**src/rtl/ysyx_squ.sv**
```systemverilog
`timescale 1ns/1ps
// ----------------------------------------------------------------------------
// ysyx_squ : store queue unit
//
// Buffers committed stores in program order and drains them one at a time to
// the data-memory write channel (request, then response). Committed stores are
// architectural state, so nothing but reset discards queue contents.
//
// Ports
//   clock, reset       : system clock, synchronous active-high reset
//   cm_*               : commit port from the reorder unit (valid, store, size
//                        code, byte address, right-aligned data, pc)
//   sq_ready           : queue can accept one store this cycle (registered state)
//   sq_empty           : no entry held and drain FSM idle (fence wait)
//   mem_aw*/mem_w*     : write request, held stable while mem_awready is low
//   mem_bvalid         : write response, always accepted
//   ld_addr/ld_conflict: load probe; conflict when a held store hits the word
//   dbg_pc             : pc of the entry at the head of the queue
// ----------------------------------------------------------------------------
`ifndef YSYX_XLEN
`define YSYX_XLEN 32
`endif
`ifndef YSYX_WSTRB_SB
`define YSYX_WSTRB_SB 5'h01
`endif
`ifndef YSYX_WSTRB_SH
`define YSYX_WSTRB_SH 5'h03
`endif
`ifndef YSYX_WSTRB_SW
`define YSYX_WSTRB_SW 5'h0F
`endif

module ysyx_squ #(
   parameter int SQ_SIZE = 4,
   parameter int XLEN    = `YSYX_XLEN
) (
   input  logic            clock,
   input  logic            reset,
   input  logic            cm_valid,
   input  logic            cm_store,
   input  logic [4:0]      cm_alu,
   input  logic [XLEN-1:0] cm_waddr,
   input  logic [XLEN-1:0] cm_wdata,
   input  logic [XLEN-1:0] cm_pc,
   output logic            sq_ready,
   output logic            sq_empty,
   output logic            mem_awvalid,
   output logic [XLEN-1:0] mem_awaddr,
   output logic [XLEN-1:0] mem_wdata,
   output logic [3:0]      mem_wstrb,
   input  logic            mem_awready,
   input  logic            mem_bvalid,
   input  logic [XLEN-1:0] ld_addr,
   output logic            ld_conflict,
   output logic [XLEN-1:0] dbg_pc
);

   localparam int        AW     = $clog2(SQ_SIZE);
   localparam logic [AW:0] L_FULL = SQ_SIZE[AW:0];

   typedef enum logic [1:0] {S_IDLE, S_REQ, S_RESP} state_t;

   state_t              r_state;
   logic [AW-1:0]       r_head;
   logic [AW-1:0]       r_tail;
   logic [AW:0]         r_count;
   logic [SQ_SIZE-1:0]  r_valid;
   logic [XLEN-1:0]     r_addr [SQ_SIZE];
   logic [XLEN-1:0]     r_data [SQ_SIZE];
   logic [3:0]          r_strb [SQ_SIZE];
   logic [XLEN-1:0]     r_pc   [SQ_SIZE];

   logic                r_awvalid;
   logic [XLEN-1:0]     r_awaddr;
   logic [XLEN-1:0]     r_wdata;
   logic [3:0]          r_wstrb;

   logic                w_enq;
   logic                w_pop;
   logic [XLEN-1:0]     w_new_addr;
   logic [XLEN-1:0]     w_new_data;
   logic [3:0]          w_new_strb;
   logic                w_conflict;

   assign sq_ready = (r_count != L_FULL);
   assign w_enq    = cm_valid && cm_store && sq_ready;
   assign w_pop    = (r_state == S_RESP) && mem_bvalid;

   assign w_new_addr = {cm_waddr[XLEN-1:2], 2'b00};

   // Size decode: replicate the low bytes across all lanes so the strobe
   // alone selects the written lane.
   always_comb begin
      // NOTE: every output of a combinational block gets a default first so no
      // path through the case leaves it unassigned (that would infer a latch).
      w_new_data = cm_wdata;
      w_new_strb = 4'b0000;
      case (cm_alu)
         `YSYX_WSTRB_SB: begin
            w_new_strb = 4'b0001 << cm_waddr[1:0];
            w_new_data = {(XLEN/8){cm_wdata[7:0]}};
         end
         `YSYX_WSTRB_SH: begin
            w_new_strb = 4'b0011 << cm_waddr[1:0];
            w_new_data = {(XLEN/16){cm_wdata[15:0]}};
         end
         `YSYX_WSTRB_SW: begin
            w_new_strb = 4'b1111;
         end
         default: ;
      endcase
   end

   // Entry payload. Contents are only ever observed through a set valid bit,
   // so the arrays need no reset.
   // NOTE: data arrays are deliberately left out of reset; the valid bits gate
   // every read, and resetting storage would only add reset fan-out.
   always_ff @(posedge clock) begin
      if (w_enq) begin
         r_addr[r_tail] <= w_new_addr;
         r_data[r_tail] <= w_new_data;
         r_strb[r_tail] <= w_new_strb;
         r_pc[r_tail]   <= cm_pc;
      end
   end

   // Pointers, occupancy, valid bits and the drain FSM with registered outputs.
   always_ff @(posedge clock) begin
      // NOTE: sequential state uses non-blocking assignments so every register
      // samples the values from before this edge, independent of statement order.
      if (reset) begin
         r_state   <= S_IDLE;
         r_head    <= '0;
         r_tail    <= '0;
         r_count   <= '0;
         r_valid   <= '0;
         r_awvalid <= 1'b0;
         r_awaddr  <= '0;
         r_wdata   <= '0;
         r_wstrb   <= '0;
      end else begin
         if (w_enq) begin
            r_valid[r_tail] <= 1'b1;
            r_tail          <= r_tail + 1'b1;
         end
         // Head and tail never coincide when both fire: a pop needs an entry
         // and an enqueue needs a free slot.
         if (w_pop) begin
            r_valid[r_head] <= 1'b0;
            r_head          <= r_head + 1'b1;
         end
         if (w_enq && !w_pop)
            r_count <= r_count + 1'b1;
         else if (w_pop && !w_enq)
            r_count <= r_count - 1'b1;

         case (r_state)
            S_IDLE: begin
               if (r_valid[r_head]) begin
                  r_state   <= S_REQ;
                  r_awvalid <= 1'b1;
                  r_awaddr  <= r_addr[r_head];
                  r_wdata   <= r_data[r_head];
                  r_wstrb   <= r_strb[r_head];
               end else if (w_enq) begin
                  // Empty queue: the incoming store is the head, so present
                  // it directly and save a cycle of drain latency.
                  r_state   <= S_REQ;
                  r_awvalid <= 1'b1;
                  r_awaddr  <= w_new_addr;
                  r_wdata   <= w_new_data;
                  r_wstrb   <= w_new_strb;
               end
            end
            S_REQ: begin
               if (mem_awready) begin
                  r_state   <= S_RESP;
                  r_awvalid <= 1'b0;
               end
            end
            S_RESP: begin
               if (mem_bvalid)
                  r_state <= S_IDLE;
            end
            default: r_state <= S_IDLE;
         endcase
      end
   end

   // Load probe: any held store on the same word, including the one draining.
   always_comb begin
      w_conflict = 1'b0;
      for (int i = 0; i < SQ_SIZE; i++) begin
         if (r_valid[i] && (r_addr[i][XLEN-1:2] == ld_addr[XLEN-1:2]))
            w_conflict = 1'b1;
      end
   end

   assign ld_conflict = w_conflict;
   assign sq_empty    = (r_count == '0) && (r_state == S_IDLE);
   assign mem_awvalid = r_awvalid;
   assign mem_awaddr  = r_awaddr;
   assign mem_wdata   = r_wdata;
   assign mem_wstrb   = r_wstrb;
   assign dbg_pc      = r_valid[r_head] ? r_pc[r_head] : '0;

endmodule

```
**config.mk**
```make
export PLATFORM = sky130hd
export DESIGN_NAME = ysyx_squ
export DESIGN_NICKNAME = d
export VERILOG_FILES = /design/src/rtl/ysyx_squ.sv
export SDC_FILE = /design/constraint.sdc
export NUM_CORES = 1
export LEC_CHECK = 0
export ABC_AREA = 1
export CAP_MARGIN = 15
export CORE_MARGIN = 3
export CORE_UTILIZATION = 56
export CTS_CLUSTER_DIAMETER = 80
export CTS_CLUSTER_SIZE = 16
export DETAILED_ROUTE_END_ITERATION = 6
export PLACE_DENSITY = 0.92
export REMOVE_ABC_BUFFERS = 1
export SYNTH_ARGS = -nofsm -noshare
export SYNTH_HDL_FRONTEND = slang
export SYNTH_SLANG_ARGS = --single-unit
```
**constraint.sdc**
```tcl
create_clock -name clock -period 7.3 [get_ports clock]
set_input_delay 1.46 -clock clock [delete_from_list [all_inputs] [get_ports clock]]
set_output_delay 1.46 -clock clock [all_outputs]
set_load 0.03 [all_outputs]
```
# After elaboration in Yosys (flattened, before gate mapping)
# Memories as Yosys holds them, arrays and structs flattened. A register that Yosys moved wholly into a read port is not among the register bits.
# Index checks and enable logic that the tools add are counted.
totals:
  output_inout_bits: 104
  ram_bits: 392
  elab_cells: 104
  reg_bits: 82
  memories: 4
  in_bits: 139
op_classes:
  n_shift: 2
  n_reduce_logical: 22
  n_lt_le_gt_ge: 4
  addsub: 4
  eq_ne: 13
  mux: 43
  n_bitwise: 3
memory_table:
  columns: ["memory", "depth", "width", "read_ports", "rd_ports_with_merged_regs", "wr", "line_no", "text"]
  rows:
  - ["r_data", 4, 32, 1, 1, 1, "69", "logic [XLEN-1:0] r_data [SQ_SIZE];"]
  - ["r_pc", 4, 32, 1, 1, 1, "71", "logic [XLEN-1:0] r_pc [SQ_SIZE];"]
  - ["r_addr", 4, 30, 5, 1, 1, "68", "logic [XLEN-1:0] r_addr [SQ_SIZE];"]
  - ["r_strb", 4, 4, 1, 1, 1, "70", "logic [3:0] r_strb [SQ_SIZE];"]
op_table:
  columns: ["cell", "count"]
  rows:
  - ["two-way mux 32 bit", 5]
  - ["== test 30 bit", 4]
  - ["case mux 32 bit (2 select lines)", 1]
  - ["two-way mux 2 bit", 12]
  - ["two-way mux 4 bit", 5]
  - ["logical AND 1 bit", 12]
  - ["two-way mux 1 bit", 12]
  - ["case mux 4 bit (3 select lines)", 1]
  - ["< comparator 2 x 3 -> 1 bit (second input constant)", 2]
  - ["two-way mux 3 bit", 2]
  - ["case mux 2 bit (3 select lines)", 1]
  - ["AND reduction 3 bit", 2]
  - ["nonzero test 2 bit", 3]
  - ["== test 5 x 1 -> 1 bit (second input constant)", 1]
  - ["== test 5 x 2 -> 1 bit (second input constant)", 1]
  - ["== test 5 x 4 -> 1 bit (second input constant)", 1]
  - ["adder 2 x 1 -> 2 bit (second input constant)", 2]
  - ["AND 4 bit", 1]
  - ["demux 1 bit (select 2 bit)", 2]
  - ["greater-or-equal comparator 2 x 1 -> 1 bit (second input constant)", 2]
  - ["inequality test 2 bit (second input constant)", 2]
  - ["inverter 4 bit", 1]
  - ["bitwise OR 4 bit", 1]
  - ["left shift 1 x 2 -> 4 bit (first input constant)", 1]
  - ["13 further kinds", 14]

# Depth between registers and ports, before layout
# Gate-level depths: netlist of run 1.
logic_depth:
  ltp_word: 9
  depth_mapped: 12
  depth_no_buf: 12

# Least setup slack after synthesis of run 1
# OpenSTA, ideal clock, no wires.
synth_path:
  path_type: "input-to-reg"
  startpoint: "in cm_valid"
  endpoint: "mem r_addr[0][0] in the netlist's numbering (enable)"
  required_ns: 6.742
  arrival_ns: 5.717
  path_buffers: 0
  setup_ns: 0.558
  stages: 2
  setup_slack_ns: 1.026
  path_cell_list: "nand3_4 nor2_1"
synth_via:
  elab_chain_cells: 4
synth_lines:
  columns: ["element", "line_no", "text"]
  rows:
  - ["from (decl)", "39", "input logic cm_valid,"]
  - ["logical AND 1 bit (2 in a row)", "86", "assign w_enq = cm_valid && cm_store && sq_ready;"]
  - ["two-way mux 1 bit", "119", "if (w_enq) begin"]
  - ["two-way mux 1 bit (implied by the code)", "120", "r_addr[r_tail] <= w_new_addr;"]
  - ["to (decl)", "68", null]
# Every way passes these cells.

==> flow_metrics.tcl, run 1 <==
set metrics [dict create \
    floorplan.rows 70 \
    clock_sink_count 474 \
    layout.cells.most_common_list "688 x sky130_fd_sc_hd__nand2_1, 392 x sky130_fd_sc_hd__edfxtp_1, 326 x sky130_fd_sc_hd__nor2_1" \
    layout.nets 2633 \
    grt.total_usage_pct 28.3 \
    initial_core_util_pct 57.5 \
    worst-endpoint-arrival_ns 3.89 \
    area_growth_synth_to_finish_pct 17.7 \
    cellPowerDensity_nw_per_um2 255 \
    timing.critical_path.required_ns 5.84 \
    cts_h_tree_depth 2 \
    avgRoutedWirePerCell_um 19.3 \
    met3WireLength_um 5410 \
    layout_min_cycle_time_ns 5.35 \
    met1Wirelength_um 22300 \
    vias 17000 \
    timing.hold.worst.class "reg2reg" \
    critPathMaxStageDelay_ns 0.91 \
    die-width_um 201 \
    clock_latency_ns 0.56 \
    final.setup_skew_ns 0.0245 \
    top_level_ports 243 \
    max-clock-path-buffers 3 \
    grt_start_max_net_pins 104 \
    critical_path_class "reg2out" \
    cts-hold-fix-buffers 0 \
    static-leakage-power_nw 10.1 \
    synth_cell_type_count 29 \
    cts_resized 0 \
    layout.cell_area.non_filler_um2 25000 \
    postSynthRegisterBits 474 \
    syn_area_per_cell_um2 9.25 \
    globalRoute.totalOverflow 0 \
    cp_num_buf_inv 4 \
    report.final.setup_viol 0 \
    drt-vias-per-instance 5.64 \
    clk_root_buffer_cell "sky130_fd_sc_hd__clkbuf_16" \
    cts_tree "yes" \
    yosys_warnings 0 \
    layout.cells.most_common "sky130_fd_sc_hd__nand2_1" \
    netlist_instances 2296 \
    fp.dieH_um 201 \
    drt-pass1-iter-count 5 \
    placedInstanceArea_um2 23900 \
    run_status "complete, no violations" \
    family_of_cells_with_the_greatest_summed_delay_on_the_critical_path "buffers and inverters" \
    grt_pass1_wl_um 90600 \
    numPortBuffers 238 \
    slew-limit-headroom_pct 20.6 \
    hold_viol 0 \
    max-cap-violations 0 \
    number_of_antenna_violations_at_the_first_check_in_global_routing 3 \
    grt_pass1_vias 16900 \
    synthesis.area_um2 21200 \
    routed_wirelength_um 58100 \
    dpl.hpwl_um 35600 \
    met2RoutedLength_um 28400 \
    fillers 2732 \
    seq_area_frac_synth_pct 63.1 \
    core_um2 37000 \
    cts_inserted_buffers 36 \
    route.detailed.drc 0 \
    cts.clk_slew.worst_paths_ns 0.07 \
    postCtsSetupRepairBufs 0 \
    crit_slowest_cell "sky130_fd_sc_hd__buf_4" \
    dr.max_layer_used "met5" \
    critical_path.endpoint_type "output pin" \
    drt_iter0_drc 1638 \
    drt.antenna.violating_nets 0 \
    final_min_period_over_clock_period_pct 73.3 \
    crit_path_cell_trace "inv_6 -> buf_4 -> o21ai_0 -> o22ai_1 -> nand2_1 -> inv_1 -> clkdlybuf4s50_1" \
    unrepaired_setup_endpoints_after_global_routing "no" \
    layout_cell_share_with_drive_strength_beyond_1_pct 3.27 \
    worst_pin_slew_ns 1.19 \
    fp.dieArea_um2 40300 \
    place.gp.congestion 0.960 \
    critical_path.max_fanout 103 \
    worstSetupStartpointType "register" \
    maximum_vdd_drop_v 0.000223 \
    layout.core_utilization_pct 67.7 \
    timing_max_transition_violations_final 0 \
    achievable-frequency_ghz 0.187 \
]
## worst register-to-register path, delay by kind of cell, from the launching register on
kind,cells,cell delay (ns)
AND/OR/NAND/NOR,5,0.58
buffers and inverters,4,2.03
AO/OA/AOI/OAI,1,0.12
flip-flops,1,0.42
## final timing paths
kind | start | to | slack [ns] | cells after the start
worst min-delay path | mem_awvalid$_SDFFE_PP0P_ | mem_awvalid$_SDFFE_PP0P_ | 0.46 | 2
worst min register to register | mem_awvalid$_SDFFE_PP0P_ | mem_awvalid$_SDFFE_PP0P_ | 0.46 | 2
worst max register to register | r_head[0]$_SDFFE_PP0P_ | mem_wdata[21]$_SDFFE_PP0P_ | 4.10 | 10
worst max-delay path | register | dbg_pc[30] | 1.95 | 7
## final cells by class
cell class | count | area [um^2] | area share (%)
clock inverter | 6 | 43.8 | 0.175
inverter | 192 | 726 | 2.90
multi-input combinational | 1522 | 6600 | 26.4
timing repair buffer | 258 | 2560 | 10.3
tap | 504 | 631 | 2.52
antenna | 1 | 2.50 | 0.0100
sequential | 474 | 13400 | 53.7
clock buffer | 59 | 1020 | 4.07
## flip-flops by register name (all words and copies together), names as in the netlist, named ones only
register / count
mem_awvalid: 1
r_data: 128
r_strb: 16
mem_wstrb: 4
r_head: 2
r_pc: 128
mem_wdata: 32
r_addr: 120
mem_awaddr: 30
r_tail: 2
r_count: 3
r_state: 2
r_valid: 4
## power breakdown
group / total [mW] / internal (mW) / switching, mW
registers: 3.18 / 3.09 / 0.0885
logic: 1.31 / 0.449 / 0.858
clock network: 1.90 / 0.966 / 0.929
## kinds of logic (layout without fill, tap and decap cells)
group,count (synthesis),in the layout,synth area share [%]
AND/OR/NAND/NOR,1101,1101,20.0
flip-flops,474,474,63.1
AO/OA/AOI/OAI,397,397,9.72
buffers and inverters,301,515,5.99
XOR/XNOR,12,12,0.495
adder cells (fa/ha/maj),10,10,0.624
other,1,3,0.0176
## cells in the mapped netlist, drive strengths merged
master	n	share of area, %
o22ai	53	1.6
clkbuf	43	0.76
dfxtp	82	7.7
nand2	690	12
buf	66	1.8
nand3	75	1.8
ha	9	0.53
edfxtp	392	55
conb	1	0.018
inv	192	3.4
nor4	1	0.029
o21ai	263	6.2
a21oi	81	2.0
xnor2	8	0.33
xor2	4	0.16
fa	1	0.094
nor3	1	0.024
nor2	333	5.9
nand4	1	0.029
## layer usage
metal  GRT usage [%]  vias to the layer above
met4            10.8                        4
met1            36.3                     7963
li1                -                     7960
met3            5.16                      164
met5               0                        -
met2            48.2                      925
## through the flow
step           power (mW)  worst slack [ns]  std cells  setup TNS, ns  hold WS (ns)
2_1_floorplan        3.96            -0.346       2188         -11.09         0.463
3_3_place_gp         4.48              2.17       2949              0         0.454
3_5_place_dp         4.53              2.13       2949              0         0.455
4_1_cts              6.40              1.94       3014              0         0.464
5_1_grt              6.64              1.67       3016              0         0.503
6_report             6.38              1.95       3016              0         0.461
No activity file was read; power rests on OpenSTA's default activity.
==> inputs of run 2 (changes only) <==
Clock period 7.3 ns to 5.15 ns, I/O delays scaled along.
==> flow_metrics.tcl, run 2 (synthesis gave the netlist of run 1 again) <==
set metrics [dict create \
    run_status "complete, no violations" \
    final_min_period_over_clock_period_pct 84.5 \
    worst-endpoint-arrival_ns 3.32 \
    clk_root_buffer_cell "sky130_fd_sc_hd__clkbuf_16" \
    unrepaired_setup_endpoints_after_global_routing "no" \
    drt-vias-per-instance 5.68 \
    post-place-ws_ns 0.839 \
    max-cap-violations 0 \
    final.setup_skew_ns 0.0153 \
    timing_max_transition_violations_final 0 \
    fp.dieArea_um2 40300 \
    globalRoute.totalOverflow 0 \
    grt_start_max_net_pins 85 \
    report.final.setup_viol 0 \
    share_clk_of_total_power_pct 29.8 \
    cts-hold-fix-buffers 0 \
    worst_pin_slew_ns 1.20 \
    layout_setup_ws_ns 0.796 \
    drt.antenna.violating_nets 0 \
    internal_power_mw 6.42 \
    cts_tree "yes" \
    cellPowerDensity_nw_per_um2 361 \
    vias 17200 \
    critical_path.max_fanout 6 \
    timing.critical_path.required_ns 4.12 \
    postCtsSetupRepairBufs 0 \
    layout.nets 2641 \
    cts_resized 0 \
    layout.cells.most_common_list "688 x sky130_fd_sc_hd__nand2_1, 392 x sky130_fd_sc_hd__edfxtp_1, 326 x sky130_fd_sc_hd__nor2_1" \
    initial_core_util_pct 57.5 \
    drt_iter0_drc 1728 \
    worstSetupStartpointType "input port" \
    routed_wirelength_um 58500 \
    layout_top_registers "r_data x128, r_pc x128, r_addr x120" \
    numPortBuffers 238 \
    switching_share_pct 29.2 \
    maximum_vdd_drop_v 0.000233 \
    cts_inserted_buffers 36 \
    cts.clk_slew.worst_paths_ns 0.07 \
    fp.dieH_um 201 \
    max-clock-path-buffers 3 \
    layout.cells.most_common "sky130_fd_sc_hd__nand2_1" \
    critical_path.endpoint_type "output pin" \
    power_switching_mw 2.65 \
    grt_pass1_vias 17000 \
    layout_min_cycle_time_ns 4.35 \
    achievable-frequency_ghz 0.230 \
    slew-limit-headroom_pct 20.1 \
    route.detailed.drc 0 \
    grt_pass1_wl_um 90600 \
    cts_h_tree_depth 2 \
    top_level_ports 243 \
    timing.hold.worst.class "reg2reg" \
    drt-pass1-iter-count 6 \
    avgRoutedWirePerCell_um 19.3 \
    floorplan.rows 70 \
    number_of_antenna_violations_at_the_first_check_in_global_routing 1 \
    antenna-diode-count 0 \
    layout.core_utilization_pct 67.9 \
    combPwrFrac_pct 20.6 \
    die-width_um 201 \
    place.gp.congestion 0.950 \
    timing.hold.ws_ns 0.469 \
    hold_viol 0 \
    layout_cell_share_with_drive_strength_beyond_1_pct 3.57 \
    area_growth_synth_to_finish_pct 18.1 \
    static-leakage-power_nw 10.1 \
    seq_power_share_pct 49.6 \
    critical_path_class "in2out" \
    grt.total_usage_pct 28.2 \
    core_um2 37000 \
    report.power.total_mw 9.07 \
    clock_latency_ns 0.54 \
    clock_sink_count 474 \
    dpl.hpwl_um 37000 \
]
-- run 2: layer usage --
layer,part of all wire [%],global-route usage (%),wire length [um],vias up
met4,3.2,9.71,1890,2
li1,-,-,-,7976
met3,10,4.30,5950,138
met5,0.019,0,11,-
met1,37,36.6,21700,8064
met2,49,48.7,28900,1005
-- run 2: power by group through the flow --
| stage | combinational (mW) | sequential [mW] | clock (mW) |
|---|---|---|---|
| after global placement | 1.78 | 4.57 | 0 |
| after detailed placement | 1.84 | 4.58 | 0 |
| after floorplan | 0.801 | 4.81 | 0 |
| after CTS | 1.86 | 4.50 | 2.74 |
| after global routing | 2.02 | 4.52 | 2.89 |
| final | 1.87 | 4.50 | 2.70 |
-- run 2: final timing paths --
kind | from | to | slack, ns | cells after the start
setup / recovery | ld_addr[14] | ld_conflict | 0.80 | 12
hold / removal | mem_awvalid$_SDFFE_PP0P_ | mem_awvalid$_SDFFE_PP0P_ | 0.47 | 2
setup reg to reg | register | mem_wdata[21]$_SDFFE_PP0P_ | 2.30 | 8
hold reg to reg | mem_awvalid$_SDFFE_PP0P_ | mem_awvalid$_SDFFE_PP0P_ | 0.47 | 2
-- run 2: cell type report --
class	instances	area [um^2]
Clock buffer	61	1050
Clock inverter	5	38.8
Fill cell	2724	11900
Inverter	192	726
Multi-Input combinational cell	1522	6600
Sequential cell	474	13400
Tap cell	504	631
Timing Repair Buffer	266	2640
-- run 2: metrics by stage --
step / setup TNS (ns) / cells / instance area (um^2)
2_1_floorplan: -415.26 / 2188 / 20700
4_1_cts: 0 / 3024 / 25100
6_report: 0 / 3024 / 25100
5_1_grt: 0 / 3024 / 25100
3_3_place_gp: 0 / 2958 / 24000
3_5_place_dp: 0 / 2958 / 24000
-- run 2: worst max-delay path: stages --
cell,delay [ns]
sky130_fd_sc_hd__clkdlybuf4s50_1,0.68
sky130_fd_sc_hd__inv_1,0.12
sky130_fd_sc_hd__nand2_1,0.08
sky130_fd_sc_hd__nand2_1,0.06
sky130_fd_sc_hd__nor2_1,0.18
sky130_fd_sc_hd__nand2_1,0.07
sky130_fd_sc_hd__nor2_1,0.10
sky130_fd_sc_hd__nand2_1,0.07
sky130_fd_sc_hd__nor2_1,0.10
sky130_fd_sc_hd__nor2_1,0.04
sky130_fd_sc_hd__nand2_1,0.10
sky130_fd_sc_hd__clkdlybuf4s50_1,0.68
